==> config.mk <==
export PLATFORM = sky130hd
export DESIGN_NAME = fetch_queue_unit_flat
export DESIGN_NICKNAME = d
export VERILOG_FILES = /design/src/rtl/fetch_queue_unit_if.sv /design/src/rtl/fetch_queue_unit.sv /design/src/flat_wrapper.sv
export SDC_FILE = /design/constraint.sdc
export NUM_CORES = 1
export LEC_CHECK = 0
export ABC_AREA = 1
export CAP_MARGIN = 20
export CORE_MARGIN = 1
export CORE_UTILIZATION = 35
export DETAILED_ROUTE_END_ITERATION = 10
export GPL_ROUTABILITY_DRIVEN = 0
export SYNTH_ARGS = -nofsm -noshare
export SYNTH_HDL_FRONTEND = slang
export SYNTH_SLANG_ARGS = --single-unit
export TNS_END_PERCENT = 50
==> constraint.sdc <==
create_clock -name clk -period 13.9 [get_ports clk]
set_clock_uncertainty 0.15 [all_clocks]
set_input_delay 2.78 -clock clk [delete_from_list [all_inputs] [get_ports clk]]
set_output_delay 2.78 -clock clk [all_outputs]
set_load 0.02 [all_outputs]
==> src/rtl/fetch_queue_unit_if.sv <==
// Decode-side handshake of the fetch queue: head {pc, instruction} entry
// offered with valid/ready flow control.
interface fetch_queue_unit_if;
  logic        out_valid;
  logic        out_ready;
  logic [63:0] out_pc;
  logic [31:0] out_instr;

  modport master (output out_valid, output out_pc, output out_instr, input out_ready);
  modport slave  (input out_valid, input out_pc, input out_instr, output out_ready);
endinterface

==> src/rtl/fetch_queue_unit.sv <==
// Instruction-fetch stage: owns the fetch PC, follows predicted_pc, buffers
// fetched {pc, instruction} pairs toward decode and redirects on mispredict.
module fetch_queue_unit #(
  parameter logic [63:0] RESET_PC = 64'h0,
  parameter int          DEPTH    = 4
) (
  input  logic                   clk,
  input  logic                   reset,
  input  logic [63:0]            predicted_pc,
  input  logic                   resolve_valid,
  input  logic                   prediction_failed,
  input  logic [63:0]            correct_pc,
  output logic [63:0]            imem_addr,
  input  logic [31:0]            imem_rdata,
  output logic [63:0]            current_pc,
  output logic [31:0]            next_instruction,
  fetch_queue_unit_if.master     dq,
  output logic [$clog2(DEPTH):0] count,
  output logic                   flush,
  output logic                   fault,
  output logic [31:0]            mispredict_count
);

  localparam int PW = $clog2(DEPTH);
  localparam int CW = PW + 1;
  localparam logic [CW-1:0] DEPTH_C = CW'(DEPTH);

  typedef enum logic [1:0] {
    IDLE  = 2'd0,
    RUN   = 2'd1,
    FAULT = 2'd2
  } state_t;

  state_t        state_r;
  state_t        state_nx_s;
  logic [63:0]   pc_r;
  logic          flush_r;
  logic          fault_r;
  logic [31:0]   misp_count_r;

  logic [63:0]   pc_mem_r    [DEPTH];
  logic [31:0]   instr_mem_r [DEPTH];
  logic [PW-1:0] head_r;
  logic [PW-1:0] tail_r;
  logic [CW-1:0] count_r;

  logic          redirect_s;
  logic          misaligned_s;
  logic          deq_s;
  logic          enq_s;
  logic          can_accept_s;

  // Next-state, redirect and queue-control decode; redirect beats enqueue and dequeue.
  always_comb begin
    state_nx_s   = state_r;
    redirect_s   = 1'b0;
    misaligned_s = (correct_pc[1:0] != 2'b00);
    deq_s        = 1'b0;
    enq_s        = 1'b0;
    can_accept_s = 1'b0;

    if (state_r == RUN) begin
      redirect_s = resolve_valid & prediction_failed;
    end else begin
      redirect_s = 1'b0;
    end

    deq_s        = (count_r != {CW{1'b0}}) & dq.out_ready & ~redirect_s;
    can_accept_s = (count_r < DEPTH_C) | ((count_r == DEPTH_C) & deq_s);
    enq_s        = (state_r == RUN) & ~redirect_s & can_accept_s;

    case (state_r)
      IDLE:    state_nx_s = RUN;
      RUN: begin
        if (redirect_s & misaligned_s) begin
          state_nx_s = FAULT;
        end else begin
          state_nx_s = RUN;
        end
      end
      FAULT:   state_nx_s = FAULT;
      default: state_nx_s = IDLE;
    endcase
  end

  // FSM state, fetch PC, flush pulse, sticky fault and saturating redirect counter.
  always_ff @(posedge clk) begin
    if (reset) begin
      state_r      <= IDLE;
      pc_r         <= RESET_PC;
      flush_r      <= 1'b0;
      fault_r      <= 1'b0;
      misp_count_r <= 32'h0000_0000;
    end else begin
      state_r <= state_nx_s;
      flush_r <= redirect_s;
      // A misaligned target is never loaded: the PC freezes where it was.
      if (redirect_s & ~misaligned_s) begin
        pc_r <= correct_pc;
      end else if (enq_s) begin
        pc_r <= predicted_pc;
      end else begin
        pc_r <= pc_r;
      end
      if (redirect_s && (misp_count_r != 32'hFFFF_FFFF)) begin
        misp_count_r <= misp_count_r + 32'd1;
      end else begin
        misp_count_r <= misp_count_r;
      end
      if ((state_r == RUN) && (state_nx_s == FAULT)) begin
        fault_r <= 1'b1;
      end else begin
        fault_r <= fault_r;
      end
    end
  end

  // Circular fetch queue; pointers wrap naturally since DEPTH is a power of two.
  always_ff @(posedge clk) begin
    if (reset) begin
      head_r  <= {PW{1'b0}};
      tail_r  <= {PW{1'b0}};
      count_r <= {CW{1'b0}};
      for (int i = 0; i < DEPTH; i++) begin
        pc_mem_r[i]    <= 64'h0;
        instr_mem_r[i] <= 32'h0;
      end
    end else if (redirect_s) begin
      head_r  <= {PW{1'b0}};
      tail_r  <= {PW{1'b0}};
      count_r <= {CW{1'b0}};
    end else begin
      if (enq_s) begin
        pc_mem_r[tail_r]    <= pc_r;
        instr_mem_r[tail_r] <= imem_rdata;
        tail_r              <= tail_r + PW'(1);
      end else begin
        tail_r <= tail_r;
      end
      if (deq_s) begin
        head_r <= head_r + PW'(1);
      end else begin
        head_r <= head_r;
      end
      case ({enq_s, deq_s})
        2'b10:   count_r <= count_r + CW'(1);
        2'b01:   count_r <= count_r - CW'(1);
        default: count_r <= count_r;
      endcase
    end
  end

  assign imem_addr        = pc_r;
  assign current_pc       = pc_r;
  assign next_instruction = imem_rdata;
  assign dq.out_valid     = (count_r != {CW{1'b0}});
  assign dq.out_pc        = (count_r != {CW{1'b0}}) ? pc_mem_r[head_r]    : 64'h0;
  assign dq.out_instr     = (count_r != {CW{1'b0}}) ? instr_mem_r[head_r] : 32'h0;
  assign count            = count_r;
  assign flush            = flush_r;
  assign fault            = fault_r;
  assign mispredict_count = misp_count_r;

endmodule

==> src/flat_wrapper.sv <==
// flat-port wrapper written by rule: the top's interface ports become plain ports
module fetch_queue_unit_flat 
#(
  parameter logic [63:0] RESET_PC = 64'h0,
  parameter int          DEPTH    = 4
)
  (clk, reset, predicted_pc, resolve_valid, prediction_failed, correct_pc, imem_addr, imem_rdata, current_pc, next_instruction, count, flush, fault, mispredict_count, dq_out_valid, dq_out_pc, dq_out_instr, dq_out_ready);
  fetch_queue_unit_if dq_i ();
  input  logic clk;
  input  logic reset;
  input  logic [63:0] predicted_pc;
  input  logic resolve_valid;
  input  logic prediction_failed;
  input  logic [63:0] correct_pc;
  output logic [63:0] imem_addr;
  input  logic [31:0] imem_rdata;
  output logic [63:0] current_pc;
  output logic [31:0] next_instruction;
  output logic [$clog2(DEPTH):0] count;
  output logic flush;
  output logic fault;
  output logic [31:0] mispredict_count;
  output wire logic [$bits(dq_i.out_valid)-1:0] dq_out_valid;
  output wire logic [$bits(dq_i.out_pc)-1:0] dq_out_pc;
  output wire logic [$bits(dq_i.out_instr)-1:0] dq_out_instr;
  input wire logic [$bits(dq_i.out_ready)-1:0] dq_out_ready;
  assign dq_out_valid = dq_i.out_valid;
  assign dq_out_pc = dq_i.out_pc;
  assign dq_out_instr = dq_i.out_instr;
  assign dq_i.out_ready = dq_out_ready;
  fetch_queue_unit #(.RESET_PC(RESET_PC), .DEPTH(DEPTH)) u_core (.clk(clk), .reset(reset), .predicted_pc(predicted_pc), .resolve_valid(resolve_valid), .prediction_failed(prediction_failed), .correct_pc(correct_pc), .imem_addr(imem_addr), .imem_rdata(imem_rdata), .current_pc(current_pc), .next_instruction(next_instruction), .dq(dq_i), .count(count), .flush(flush), .fault(fault), .mispredict_count(mispredict_count));
endmodule
==> flow_metrics.tcl <==
set metrics [dict create \
    status "finished clean" \
    drt-pass1-iter-count 5 \
    switching_share_pct 29.34 \
    wl_um 73680 \
    syn_inst 2737 \
    power.switching_uw 1195 \
    antenna_found_initial 3 \
    crit_path_top_delay_cell "clkdlybuf4s50_1" \
    seqPwrFrac_pct 42.8 \
    wl_per_cell_um 18.81 \
    max_stage_delay_ps 630 \
    path_buf_inv 2 \
    hold_buffers 0 \
    max_slew.worst_pin.slew_ps 1088 \
    htreeDepth 2 \
    p_leak_uw 0.01188 \
    crit_required_ps 10970 \
    rows 94 \
    dp_hpwl_um 43210 \
    ant_nets 0 \
    die_y_um 262 \
    cts_tree "yes" \
    cts_buffers 54 \
    hold_path_class "flop to flop" \
    clk_latency_ps 600 \
    worstHoldStart "u_core.fault$_SDFFE_PP0P_" \
    share_comb_of_total_power_pct 20.5 \
    clk_pin_slew_worst_paths_ps 60 \
    synth_cell_types 31 \
    vias 19370 \
    critPathMaxFanout 2 \
    cts_resized 0 \
    ys_ff_latch 493 \
    dr.first_iter.drc_count 1325 \
    slew_viol_final 0 \
    synthTopCellsByArea "edfxtp_1 (49%), nor2_1 (13%), dfxtp_1 (9.2%)" \
    track_usage_pct 20.80 \
    vias_per_cell 4.945 \
    maxSlewHeadroom_pct 27.45 \
    synth.top_cell.area_share_pct 48.74 \
    cap_violations 0 \
    finalSetupTns_ps 0 \
    synth-async-reset-ratio_pct 0 \
    vdd_drop_max_mv 0.07949 \
    crit_family "buffers and inverters" \
    start_kind "input port" \
    p_int_uw 2878 \
    ys_warn_count 0 \
    arrival_ps 3900 \
    synth.most_common_cell "nor2_1" \
    setup_viol 0 \
    ys_seq_area_share_pct 57.96 \
    io_pins 459 \
    critical_path_class "input port to primary output" \
    grt_pass1_vias 18840 \
    synth.top_cells.by_count "nor2_1 (810), nand2_1 (402), edfxtp_1 (384), o21ai_0 (203), a21oi_1 (191)" \
    synth-edff-count 384 \
    cts.path.max_buffers 3 \
    p_total_uw 4073 \
    grt_pass1_wl_um 109600 \
    fmax_ghz 0.1464 \
    root_buffer "clkbuf_16" \
    fillCellCount 6308 \
    critPathLaunch "imem_rdata[26]" \
    overflow 0 \
    synth_top_cell_by_area "edfxtp_1" \
    rsz0062_at_grt "false" \
    period_minus_slack_ps 6829 \
    grt_max_degree 112 \
    worst_slack_ps 7071 \
    core_area_um2 66330 \
    crit_top_cell "clkdlybuf4s50_1" \
    fin_nets 3175 \
    dp_slack_ps 7064 \
    min_period_over_period_pct 49.13 \
    die_x_um 262 \
    cts_setup_buffers 0 \
    final_cells 3918 \
    route.detailed.drc 0 \
    finalHoldViolCount 0 \
    io_buffers 458 \
    synthesis.area_um2 23660 \
    power-per-cell-area_nw_per_um2 135.4 \
    path_cells "clkdlybuf4s50_1 -> clkdlybuf4s50_1" \
    power_frac_clock_pct 36.7 \
    rr_startpoint "u_core.state_r[1]$_SDFF_PP0_" \
    cts.sinks 493 \
    initial_core_util_pct 35.67 \
    setup.worst_path.end_class "primary output" \
    syn_to_final_growth_pct 27.14 \
    die_area_um2 68640 \
    synth_nets 2905 \
    avgSynthCellArea_um2 8.645 \
    post-route-util_pct 45.35 \
    dpl.cell_count 3815 \
    synth_ff_type "edfxtp_1" \
    drive_gt1_share_pct 5.961 \
]
[cells in the final DEF (no fill, tap or decap), types with 4 or more instances in the layout]
cell type        synthesis  final
o21ai_4                  0      4
clkbuf_1               138      8
nand3b_1                62     62
xnor2_1                  4      4
inv_1                  140    137
xor2_1                  10     10
clkbuf_16                0     57
nor2_1                 810    808
bufinv_16                0      5
nor3_1                   4      4
clkbuf_8                 0      8
o21ai_0                203    199
inv_6                    0      5
clkdlybuf4s50_1          0    458
clkinv_2                 0     10
nand4_1                  6      6
nand2_2                 42     41
nand2_4                  1      4
dfxtp_1                109    107
nand2_1                402    400
a21oi_1                191    191
nand3_1                 80     80
clkinv_1                 2      5
buf_4                   98     27
edfxtp_1               384    384
[layout make-up]
| type | instances | area (um2) | share of cell area (%) |
|---|---|---|---|
| flip-flops and latches | 493 | 13720 | 45.61 |
| well taps | 864 | 1081 | 3.594 |
| inverters | 144 | 553.0 | 1.838 |
| multi-input cells | 1828 | 8043 | 26.74 |
| clock buffers | 73 | 1567 | 5.207 |
| repair buffers | 486 | 4815 | 16.00 |
| diodes | 1 | 2.502 | 0.008318 |
| clock inverters | 29 | 301.5 | 1.002 |
[kinds of logic (layout without fill, tap and decap cells)]
group	count (synthesis)	in the layout	share of synthesized area [%]
xor gates and xnor gates	14	14	0.5182
and+or+nand+nor	1414	1414	24.51
adders and majority gates	3	3	0.1904
DFF	493	493	57.96
AOI/OAI and AO/OA	397	397	8.435
buffers and inverters	416	732	8.387
other	0	1	0
[power by group through the flow]
stage | Combinational [uW] | Clock (uW) | Sequential, uW
floorplan | 458 | 0 | 1790
global placement | 835 | 0 | 1770
detailed placement | 845 | 0 | 1770
CTS | 849 | 1530 | 1740
global route | 906 | 1580 | 1750
finish | 837 | 1490 | 1740
[tightest hold or removal path, stage by stage, from the launching register on]
cell	delay, ps
dfxtp_1	310
inv_1	50
a21oi_1	50
[stage by stage]
stage               hold WS [ps]  cell area (um2)
floorplan                  316.5            23660
global placement           302.0            28180
detailed placement         299.9            28210
CTS                        315.2            30080
global route               345.1            30080
finish                     310.5            30080
[registers in the layout (all words and copies together), names as in the netlist, named ones only]
signal                   flops
u_core.state_r               2
u_core.mispredict_count     32
u_core.flush                 1
u_core.instr_mem_r         128
u_core.count                 3
u_core.current_pc           64
u_core.tail_r                2
u_core.fault                 1
u_core.pc_mem_r            256
u_core.head_r                2
[per-layer routing]
| layer | track usage, % | share of wire [%] | up-vias | wire length [um] |
|---|---|---|---|---|
| met2 | 35.80 | 49 | 502 | 36350 |
| met5 | 0 | 0.022 | - | 16 |
| met1 | 26.82 | 43 | 9361 | 31620 |
| li1 | - | - | 9406 | - |
| met4 | 5.812 | 2.3 | 2 | 1662 |
| met3 | 3.598 | 5.5 | 103 | 4038 |
[path summary, 6_finish.rpt]
path                                              to  slack (ps)  cells past startpoint
max                             next_instruction[26]        7070                      2
min                        u_core.fault$_SDFFE_PP0P_         310                      2
max reg2reg  u_core.instr_mem_r[1][12]$_SDFFCE_PN0P_       10050                     10
min reg2reg                u_core.fault$_SDFFE_PP0P_         310                      2
(Power assumes the default switching activity.)
